===== src/rtl/zeroriscy_trace_buffer_if.sv =====
// zeroriscy_trace_buffer_if
//   Bundles the retire-side capture bus and the indexed readout port of the
//   trace buffer.
//   master : the core retire stage and the debug reader (drive retire_* / rd_en / rd_idx)
//   slave  : the trace buffer (returns rd_data / rd_valid)
//   Signals:
//     retire_valid, retire_pc, retire_instr, retire_rd_we, retire_rd_addr,
//     retire_rd_wdata    retired-instruction record fields
//     rd_en, rd_idx      readout request, index 0 = oldest entry
//     rd_data, rd_valid  registered readout result
interface zeroriscy_trace_buffer_if #(
    parameter int DEPTH          = 16,
    parameter int CYC_W          = 16,
    parameter int REG_ADDR_WIDTH = 5
);
    localparam int IDX_W = $clog2(DEPTH);
    localparam int REC_W = CYC_W + 97 + REG_ADDR_WIDTH;

    logic                      retire_valid;
    logic [31:0]               retire_pc;
    logic [31:0]               retire_instr;
    logic                      retire_rd_we;
    logic [REG_ADDR_WIDTH-1:0] retire_rd_addr;
    logic [31:0]               retire_rd_wdata;

    logic                      rd_en;
    logic [IDX_W-1:0]          rd_idx;
    logic [REC_W-1:0]          rd_data;
    logic                      rd_valid;

    modport master (
        output retire_valid, retire_pc, retire_instr, retire_rd_we,
               retire_rd_addr, retire_rd_wdata, rd_en, rd_idx,
        input  rd_data, rd_valid
    );

    modport slave (
        input  retire_valid, retire_pc, retire_instr, retire_rd_we,
               retire_rd_addr, retire_rd_wdata, rd_en, rd_idx,
        output rd_data, rd_valid
    );
endinterface


===== src/rtl/zeroriscy_trace_buffer.sv =====
// zeroriscy_trace_buffer
//   On-chip instruction trace capture for zero-riscy. Retired instructions are
//   written into a DEPTH-entry circular buffer; capture modes are continuous
//   (0, 3), one-shot (1) and PC trigger with a POST_TRIG-record tail (2).
//   Ports:
//     clk, rst_n        core clock, asynchronous active-low reset
//     arm, stop         start capture (from IDLE/FROZEN) / abort to IDLE (wins)
//     mode              capture mode, latched on arm
//     trig_pc           trigger PC for mode 2
//     filt_lo, filt_hi  inclusive PC filter window (TRACE_PC_FILTER_EN only)
//     bus               retire record input and indexed readout (slave modport)
//     state             IDLE=0, CAPTURE=1, POST=2, FROZEN=3
//     count             valid entries, saturating at DEPTH
//     wrapped           at least one entry has been overwritten
//   Record layout, pc in the LSBs: {cyc, rd_we, rd_addr, rd_wdata, instr, pc};
//   rd_data is as wide as the sum of those fields.
//   Optional feature: define TRACE_PC_FILTER_EN to capture only retirements
//   whose PC lies within [filt_lo, filt_hi].
module zeroriscy_trace_buffer #(
    parameter int DEPTH          = 16,
    parameter int CYC_W          = 16,
    parameter int POST_TRIG      = 4,
    parameter int REG_ADDR_WIDTH = 5
) (
    input  logic                   clk,
    input  logic                   rst_n,
    input  logic                   arm,
    input  logic                   stop,
    input  logic [1:0]             mode,
    input  logic [31:0]            trig_pc,
    input  logic [31:0]            filt_lo,
    input  logic [31:0]            filt_hi,
    zeroriscy_trace_buffer_if.slave bus,
    output logic [1:0]             state,
    output logic [$clog2(DEPTH):0] count,
    output logic                   wrapped
);
    localparam int IDX_W = $clog2(DEPTH);
    localparam int REC_W = CYC_W + 97 + REG_ADDR_WIDTH;

    typedef enum logic [1:0] {
        S_IDLE    = 2'd0,
        S_CAPTURE = 2'd1,
        S_POST    = 2'd2,
        S_FROZEN  = 2'd3
    } state_t;

    state_t           state_q;
    logic [1:0]       mode_q;
    logic [IDX_W-1:0] wr_ptr;
    logic [IDX_W:0]   count_q;
    logic             wrapped_q;
    logic [CYC_W-1:0] cyc_q;
    logic [IDX_W-1:0] post_q;

    logic [REC_W-1:0] mem [DEPTH];

    logic             active;
    logic             filt_ok;
    logic             cap;
    logic [REC_W-1:0] rec;
    logic [IDX_W-1:0] slot;

`ifdef TRACE_PC_FILTER_EN
    assign filt_ok = (bus.retire_pc >= filt_lo) && (bus.retire_pc <= filt_hi);
`else
    assign filt_ok = 1'b1;
    logic unused_filt;
    assign unused_filt = ^{filt_lo, filt_hi};
`endif

    assign active = (state_q == S_CAPTURE) || (state_q == S_POST);
    // stop takes the whole edge: nothing is recorded on the abort cycle
    assign cap    = bus.retire_valid && active && filt_ok && !stop;
    assign rec    = {cyc_q, bus.retire_rd_we, bus.retire_rd_addr,
                     bus.retire_rd_wdata, bus.retire_instr, bus.retire_pc};

    always_ff @(posedge clk or negedge rst_n) begin
        if (!rst_n) begin
            state_q   <= S_IDLE;
            mode_q    <= 2'd0;
            wr_ptr    <= '0;
            count_q   <= '0;
            wrapped_q <= 1'b0;
            cyc_q     <= '0;
            post_q    <= '0;
        end else if (stop) begin
            state_q <= S_IDLE;
        end else if (arm && !active) begin
            state_q   <= S_CAPTURE;
            mode_q    <= mode;
            wr_ptr    <= '0;
            count_q   <= '0;
            wrapped_q <= 1'b0;
            cyc_q     <= '0;
        end else if (active) begin
            if (cyc_q != {CYC_W{1'b1}})
                cyc_q <= cyc_q + 1'b1;
            if (cap) begin
                wr_ptr <= wr_ptr + 1'b1;
                if (count_q != (IDX_W+1)'(DEPTH))
                    count_q <= count_q + 1'b1;
                if (wr_ptr == IDX_W'(DEPTH-1))
                    wrapped_q <= 1'b1;
                if (state_q == S_CAPTURE) begin
                    if (mode_q == 2'd1 && count_q == (IDX_W+1)'(DEPTH-1))
                        state_q <= S_FROZEN;
                    if (mode_q == 2'd2 && bus.retire_pc == trig_pc) begin
                        post_q  <= IDX_W'(POST_TRIG);
                        state_q <= (POST_TRIG == 0) ? S_FROZEN : S_POST;
                    end
                end else begin
                    // POST: this capture is the last of the tail when the counter hits 0
                    post_q <= post_q - 1'b1;
                    if (post_q == IDX_W'(1))
                        state_q <= S_FROZEN;
                end
            end
        end
    end

    // Record storage has no reset; contents survive reset and stop.
    always_ff @(posedge clk) begin
        if (cap)
            mem[wr_ptr] <= rec;
    end

    // Once wrapped, the oldest entry sits at the write pointer.
    assign slot = wrapped_q ? (wr_ptr + bus.rd_idx) : bus.rd_idx;

    always_ff @(posedge clk or negedge rst_n) begin
        if (!rst_n) begin
            bus.rd_valid <= 1'b0;
            bus.rd_data  <= '0;
        end else if (bus.rd_en) begin
            if ({1'b0, bus.rd_idx} < count_q) begin
                bus.rd_valid <= 1'b1;
                bus.rd_data  <= mem[slot];
            end else begin
                bus.rd_valid <= 1'b0;
                bus.rd_data  <= '0;
            end
        end else begin
            bus.rd_valid <= 1'b0;
        end
    end

    assign state   = state_q;
    assign count   = count_q;
    assign wrapped = wrapped_q;
endmodule


===== src/flat_wrapper.sv =====
// flat-port wrapper written by rule: the top's interface ports become plain ports
module zeroriscy_trace_buffer_flat 
#(
    parameter int DEPTH          = 16,
    parameter int CYC_W          = 16,
    parameter int POST_TRIG      = 4,
    parameter int REG_ADDR_WIDTH = 5
)
  (clk, rst_n, arm, stop, mode, trig_pc, filt_lo, filt_hi, state, count, wrapped, bus_retire_valid, bus_retire_pc, bus_retire_instr, bus_retire_rd_we, bus_retire_rd_addr, bus_retire_rd_wdata, bus_rd_en, bus_rd_idx, bus_rd_data, bus_rd_valid);
  zeroriscy_trace_buffer_if #(.DEPTH(DEPTH), .CYC_W(CYC_W), .REG_ADDR_WIDTH(REG_ADDR_WIDTH)) bus_i ();
  input  logic clk;
  input  logic rst_n;
  input  logic arm;
  input  logic stop;
  input  logic [1:0] mode;
  input  logic [31:0] trig_pc;
  input  logic [31:0] filt_lo;
  input  logic [31:0] filt_hi;
  output logic [1:0] state;
  output logic [$clog2(DEPTH):0] count;
  output logic wrapped;
  input wire logic [$bits(bus_i.retire_valid)-1:0] bus_retire_valid;
  input wire logic [$bits(bus_i.retire_pc)-1:0] bus_retire_pc;
  input wire logic [$bits(bus_i.retire_instr)-1:0] bus_retire_instr;
  input wire logic [$bits(bus_i.retire_rd_we)-1:0] bus_retire_rd_we;
  input wire logic [$bits(bus_i.retire_rd_addr)-1:0] bus_retire_rd_addr;
  input wire logic [$bits(bus_i.retire_rd_wdata)-1:0] bus_retire_rd_wdata;
  input wire logic [$bits(bus_i.rd_en)-1:0] bus_rd_en;
  input wire logic [$bits(bus_i.rd_idx)-1:0] bus_rd_idx;
  output wire logic [$bits(bus_i.rd_data)-1:0] bus_rd_data;
  output wire logic [$bits(bus_i.rd_valid)-1:0] bus_rd_valid;
  assign bus_i.retire_valid = bus_retire_valid;
  assign bus_i.retire_pc = bus_retire_pc;
  assign bus_i.retire_instr = bus_retire_instr;
  assign bus_i.retire_rd_we = bus_retire_rd_we;
  assign bus_i.retire_rd_addr = bus_retire_rd_addr;
  assign bus_i.retire_rd_wdata = bus_retire_rd_wdata;
  assign bus_i.rd_en = bus_rd_en;
  assign bus_i.rd_idx = bus_rd_idx;
  assign bus_rd_data = bus_i.rd_data;
  assign bus_rd_valid = bus_i.rd_valid;
  zeroriscy_trace_buffer #(.DEPTH(DEPTH), .CYC_W(CYC_W), .POST_TRIG(POST_TRIG), .REG_ADDR_WIDTH(REG_ADDR_WIDTH)) u_core (.clk(clk), .rst_n(rst_n), .arm(arm), .stop(stop), .mode(mode), .trig_pc(trig_pc), .filt_lo(filt_lo), .filt_hi(filt_hi), .bus(bus_i), .state(state), .count(count), .wrapped(wrapped));
endmodule

===== config.mk =====
export PLATFORM = sky130hd
export DESIGN_NAME = zeroriscy_trace_buffer_flat
export DESIGN_NICKNAME = d
export VERILOG_FILES = /design/src/rtl/zeroriscy_trace_buffer_if.sv /design/src/rtl/zeroriscy_trace_buffer.sv /design/src/flat_wrapper.sv
export SDC_FILE = /design/constraint.sdc
export NUM_CORES = 2
export LEC_CHECK = 0
export ABC_AREA = 1
export BUFFER_PORTS_ARGS = -buffer_cell sky130_fd_sc_hd__buf_2
export CORE_ASPECT_RATIO = 1.25
export CORE_MARGIN = 3
export CORE_UTILIZATION = 35
export DETAILED_ROUTE_END_ITERATION = 12
export PLACE_DENSITY_LB_ADDON = 0.3
export SLEW_MARGIN = 20
export SYNTH_ARGS = -nofsm -noshare
export SYNTH_HDL_FRONTEND = slang
export SYNTH_SLANG_ARGS = --single-unit
export TNS_END_PERCENT = 20

===== constraint.sdc =====
create_clock -name clk -period 8.5 [get_ports clk]
set_clock_uncertainty 0.2 [all_clocks]
set_input_delay 1.275 -clock clk [delete_from_list [all_inputs] [get_ports clk]]
set_output_delay 1.275 -clock clk [all_outputs]
set_load 0.02 [all_outputs]

==> metrics.md <==
| Metric | Value |
|---|---|
| Avg Vias per Cell | `5.20` |
| Total number of vias | `51,500` |
| Slew margin rel. | `21.2%` |
| Synth Cell Area | `81,300 um2` |
| Placed cell area | `85,700 um2` |
| Worst r2r src | `u_core.state[0]$_DFFE_PN0P_` |
| Hold WC Path Type | `input port to async pin` |
| Reg2reg setup slack | `4.03 ns` |
| GP Congestion | `0.758` |
| Post-Route WL | `224 mm` |
| Yosys cell types | `36` |
| Postcts setup bufs | `0` |
| Largest net degree at the start of global routing | `223` |
| Dpl ws | `3.23 ns` |
| Cell total after placement | `9,514` |
| GR Overflow Total | `0` |
| CTS tree | `yes` |
| Final Cycle Share | `52.5%` |
| Vias in the first global route | `50,500` |
| Top-count cell post-synth | `edfxtp_1` |
| Register area share after synthesis | `74.5%` |
| R2R depth | `8` |
| CTS clk-pin slew, worst paths | `0.06 ns` |
| Overall power | `22.2 mW` |
| 1st-iter DRT viols | `5,111` |
| CTS Buf Count | `207` |
| Synth Area in XOR/XNOR | `0.215%` |
| Average cell area after synthesis | `12.5 um2` |
| Syn Nets | `6,737` |
| Max-slew violations | `0` |
| CTS sink cnt | `2,041` |
| WP data required | `8.74 ns` |
| RSZ-0062 raised after global routing | `false` |
| Post-synth top area cell | `edfxtp_1` |
| Drt drc | `0` |
| Worst Max-Slew Pin Slew | `1.18 ns` |
| Compound-Gate Fraction of Synth Area | `11.2%` |
| I/O pin total | `337` |
| Setup_tns | `0 ns` |
| First-pass DRT Iterations | `8` |
| Pwr Density | `240 nW/um2` |
| Max_cap viols | `0` |
| Post-Synth Adder-Cell Area | `0.286%` |
| # H-tree levels | `4` |
| Post-route ant nets | `0` |
| Initial antenna violation count | `39` |
| Hold Slack | `0.197 ns` |
| Final nets | `6,868` |
| #FFs+latches synth | `2,041` |
| LEAKAGE | `31.0 nW` |
| Synth cell count leaders | `1,888 x edfxtp_1, 1,476 x nor2_1, 988 x o21ai_0` |
| Die Wd | `437 um` |
| CORE AREA | `231,000 um2` |
| Arr. time, crit path | `4.71 ns` |
| Cells after synthesis | `6,509` |
| Setup crit start kind | `register` |
| Yosys warns | `0` |
| Final design utilization | `40.1%` |
| Hpwl dp | `105 mm` |
| Skew-Pair Late Insertion Delay | `0.85 ns` |
| Die area | `238,000 um2` |
| Fraction of layout cells with a size suffix above 1 | `9.63%` |
| I/O Buffers | `272` |
| Max Fclk | `224 MHz` |
| # rows | `197` |
| # hold bufs at CTS | `0` |
| Largest family of logic cells by synthesized area | `compound AO/OA/AOI/OAI gates` |
| Critical setup path kind | `register to register` |
| Critical path fanouts, max | `42` |
| Fin cells | `9,912` |
| Final instance area | `92,500 um2` |
| Post-synth top flop | `edfxtp_1` |
| Crit. End Element | `register` |
| Post-Synth Simple-Gate Area | `10.5%` |
| Clk root buf | `clkbuf_16` |
| Initial Utilization | `35.2%` |
| Status | `finished, final reports clean` |
| Top cell type's share of synthesized area | `69.7%` |
| Resized Gates After CTS | `0` |
| Number of synthesized flops with an enable pin | `1,888` |
| Fin crit period | `4.47 ns` |
| GRT Total Usage | `18.4%` |
| Mux cell area share after synthesis | `0%` |
| VDD IR-drop max | `0.166 mV` |
| Hold Vio Cnt, Final | `0` |
| Die boundary height | `545 um` |
| WL/cell | `22.6 um` |
| Ranking of synthesized cells by area | `edfxtp_1 70%, nor2_1 6.8%, o21ai_0 6.1%` |
| Final setup fails | `0` |
| Min setup slack post-route | `4.03 ns` |
| Asr flop ratio synth | `7.50%` |
| First-pass GRT wire length | `328 mm` |
| Clock Path Buffers | `3` |
| Synth-to-Final Area Change | `13.8%` |
| Worst R2R End | `u_core.mem[3][104]$_DFFE_PP_` |
[cells in the final DEF (no fill, tap or decap), types with 2 or more instances in the layout]
master	count
clkinv_1	25
inv_1	199
dfrtp_1	153
o21ai_0	986
clkbuf_8	22
nor4_1	2
o22ai_1	3
a21oi_1	13
o211ai_1	468
o21ai_1	103
o21ai_4	3
edfxtp_1	1888
o31ai_1	3
buf_2	270
diode_2	16
nand4_1	4
clkinv_8	5
xnor2_1	8
bufinv_16	13
or2_2	2
inv_6	2
clkbuf_16	210
nor3_1	7
buf_4	34
clkinv_4	2
nor2_1	1459
clkinvlp_4	5
buf_12	32
inv_16	4
nand3_1	142
nor3b_1	3
nand2_1	587
ha_1	17
xor2_1	12
clkinv_2	26
nor2_4	16
clkbuf_1	69
[logic make-up (layout without fill, tap and decap cells)]
group | count (synthesis) | after routing
buffers and inverters | 621 | 924
adders and majority gates | 18 | 18
DFF | 2041 | 2041
AOI/OAI and AO/OA | 1584 | 1584
xor gates and xnor gates | 20 | 20
other | 0 | 16
and+or+nand+nor | 2225 | 2225
[registers in the layout (all words and copies together) (netlist names)]
register	count
u_core.wrapped	1
u_core.count	5
u_core.bus.rd_data	118
u_core.mode_q	2
u_core.wr_ptr	4
u_core.post_q	4
u_core.bus.rd_valid	1
u_core.cyc_q	16
u_core.state	2
u_core.mem	1888
[how the worst max path moves through the flow]
stage,start,to,depth (start not counted)
floorplan,bus_retire_valid,u_core.mem[15][0]$_DFFE_PP_,4
global placement,bus_rd_idx[0],u_core.bus.rd_data[108]$_DFFE_PN0P_,14
detailed placement,bus_rd_idx[0],u_core.bus.rd_data[117]$_DFFE_PN0P_,14
CTS,u_core.state[0]$_DFFE_PN0P_,u_core.mem[15][83]$_DFFE_PP_,7
global route,u_core.state[0]$_DFFE_PN0P_,u_core.mem[3][104]$_DFFE_PP_,8
finish,u_core.state[0]$_DFFE_PN0P_,u_core.mem[3][104]$_DFFE_PP_,8
[routing by layer]
metal	vias to the layer above	global-route usage, %	routed length [um]
met2	1760	30.3	106000
met1	25700	24.7	97400
li1	23600	-	-
met4	10	6.18	6570
met3	390	3.04	14600
met5	-	0	56
[final cells by class]
cell class / count / area, um2
timing repair buffer: 339 / 2300
inverter: 204 / 795
sequential: 2041 / 60500
clock buffer: 301 / 5820
antenna: 16 / 40.0
multi-input combinational: 3847 / 18300
tap: 3084 / 3860
clock inverter: 80 / 846
fill: 21700 / 138000
[where the power goes]
| group | total (mW) | switching [mW] | leakage, nW | internal (mW) |
|---|---|---|---|---|
| registers | 11.5 | 0.176 | 19.0 | 11.3 |
| clock network | 8.93 | 3.80 | 3.24 | 5.14 |
| logic | 1.84 | 1.36 | 8.78 | 0.482 |
[critical path, cell delays in order (launching register included)]
cell and delay, ns:
dfrtp_1 0.41, ha_1 0.42, inv_1 0.11, nand2_1 0.07, nor2_1 0.51, nand2_1 0.45, nor2_4 0.19, buf_4 0.62
buf_4 0.92
(Power assumes the default switching activity.)
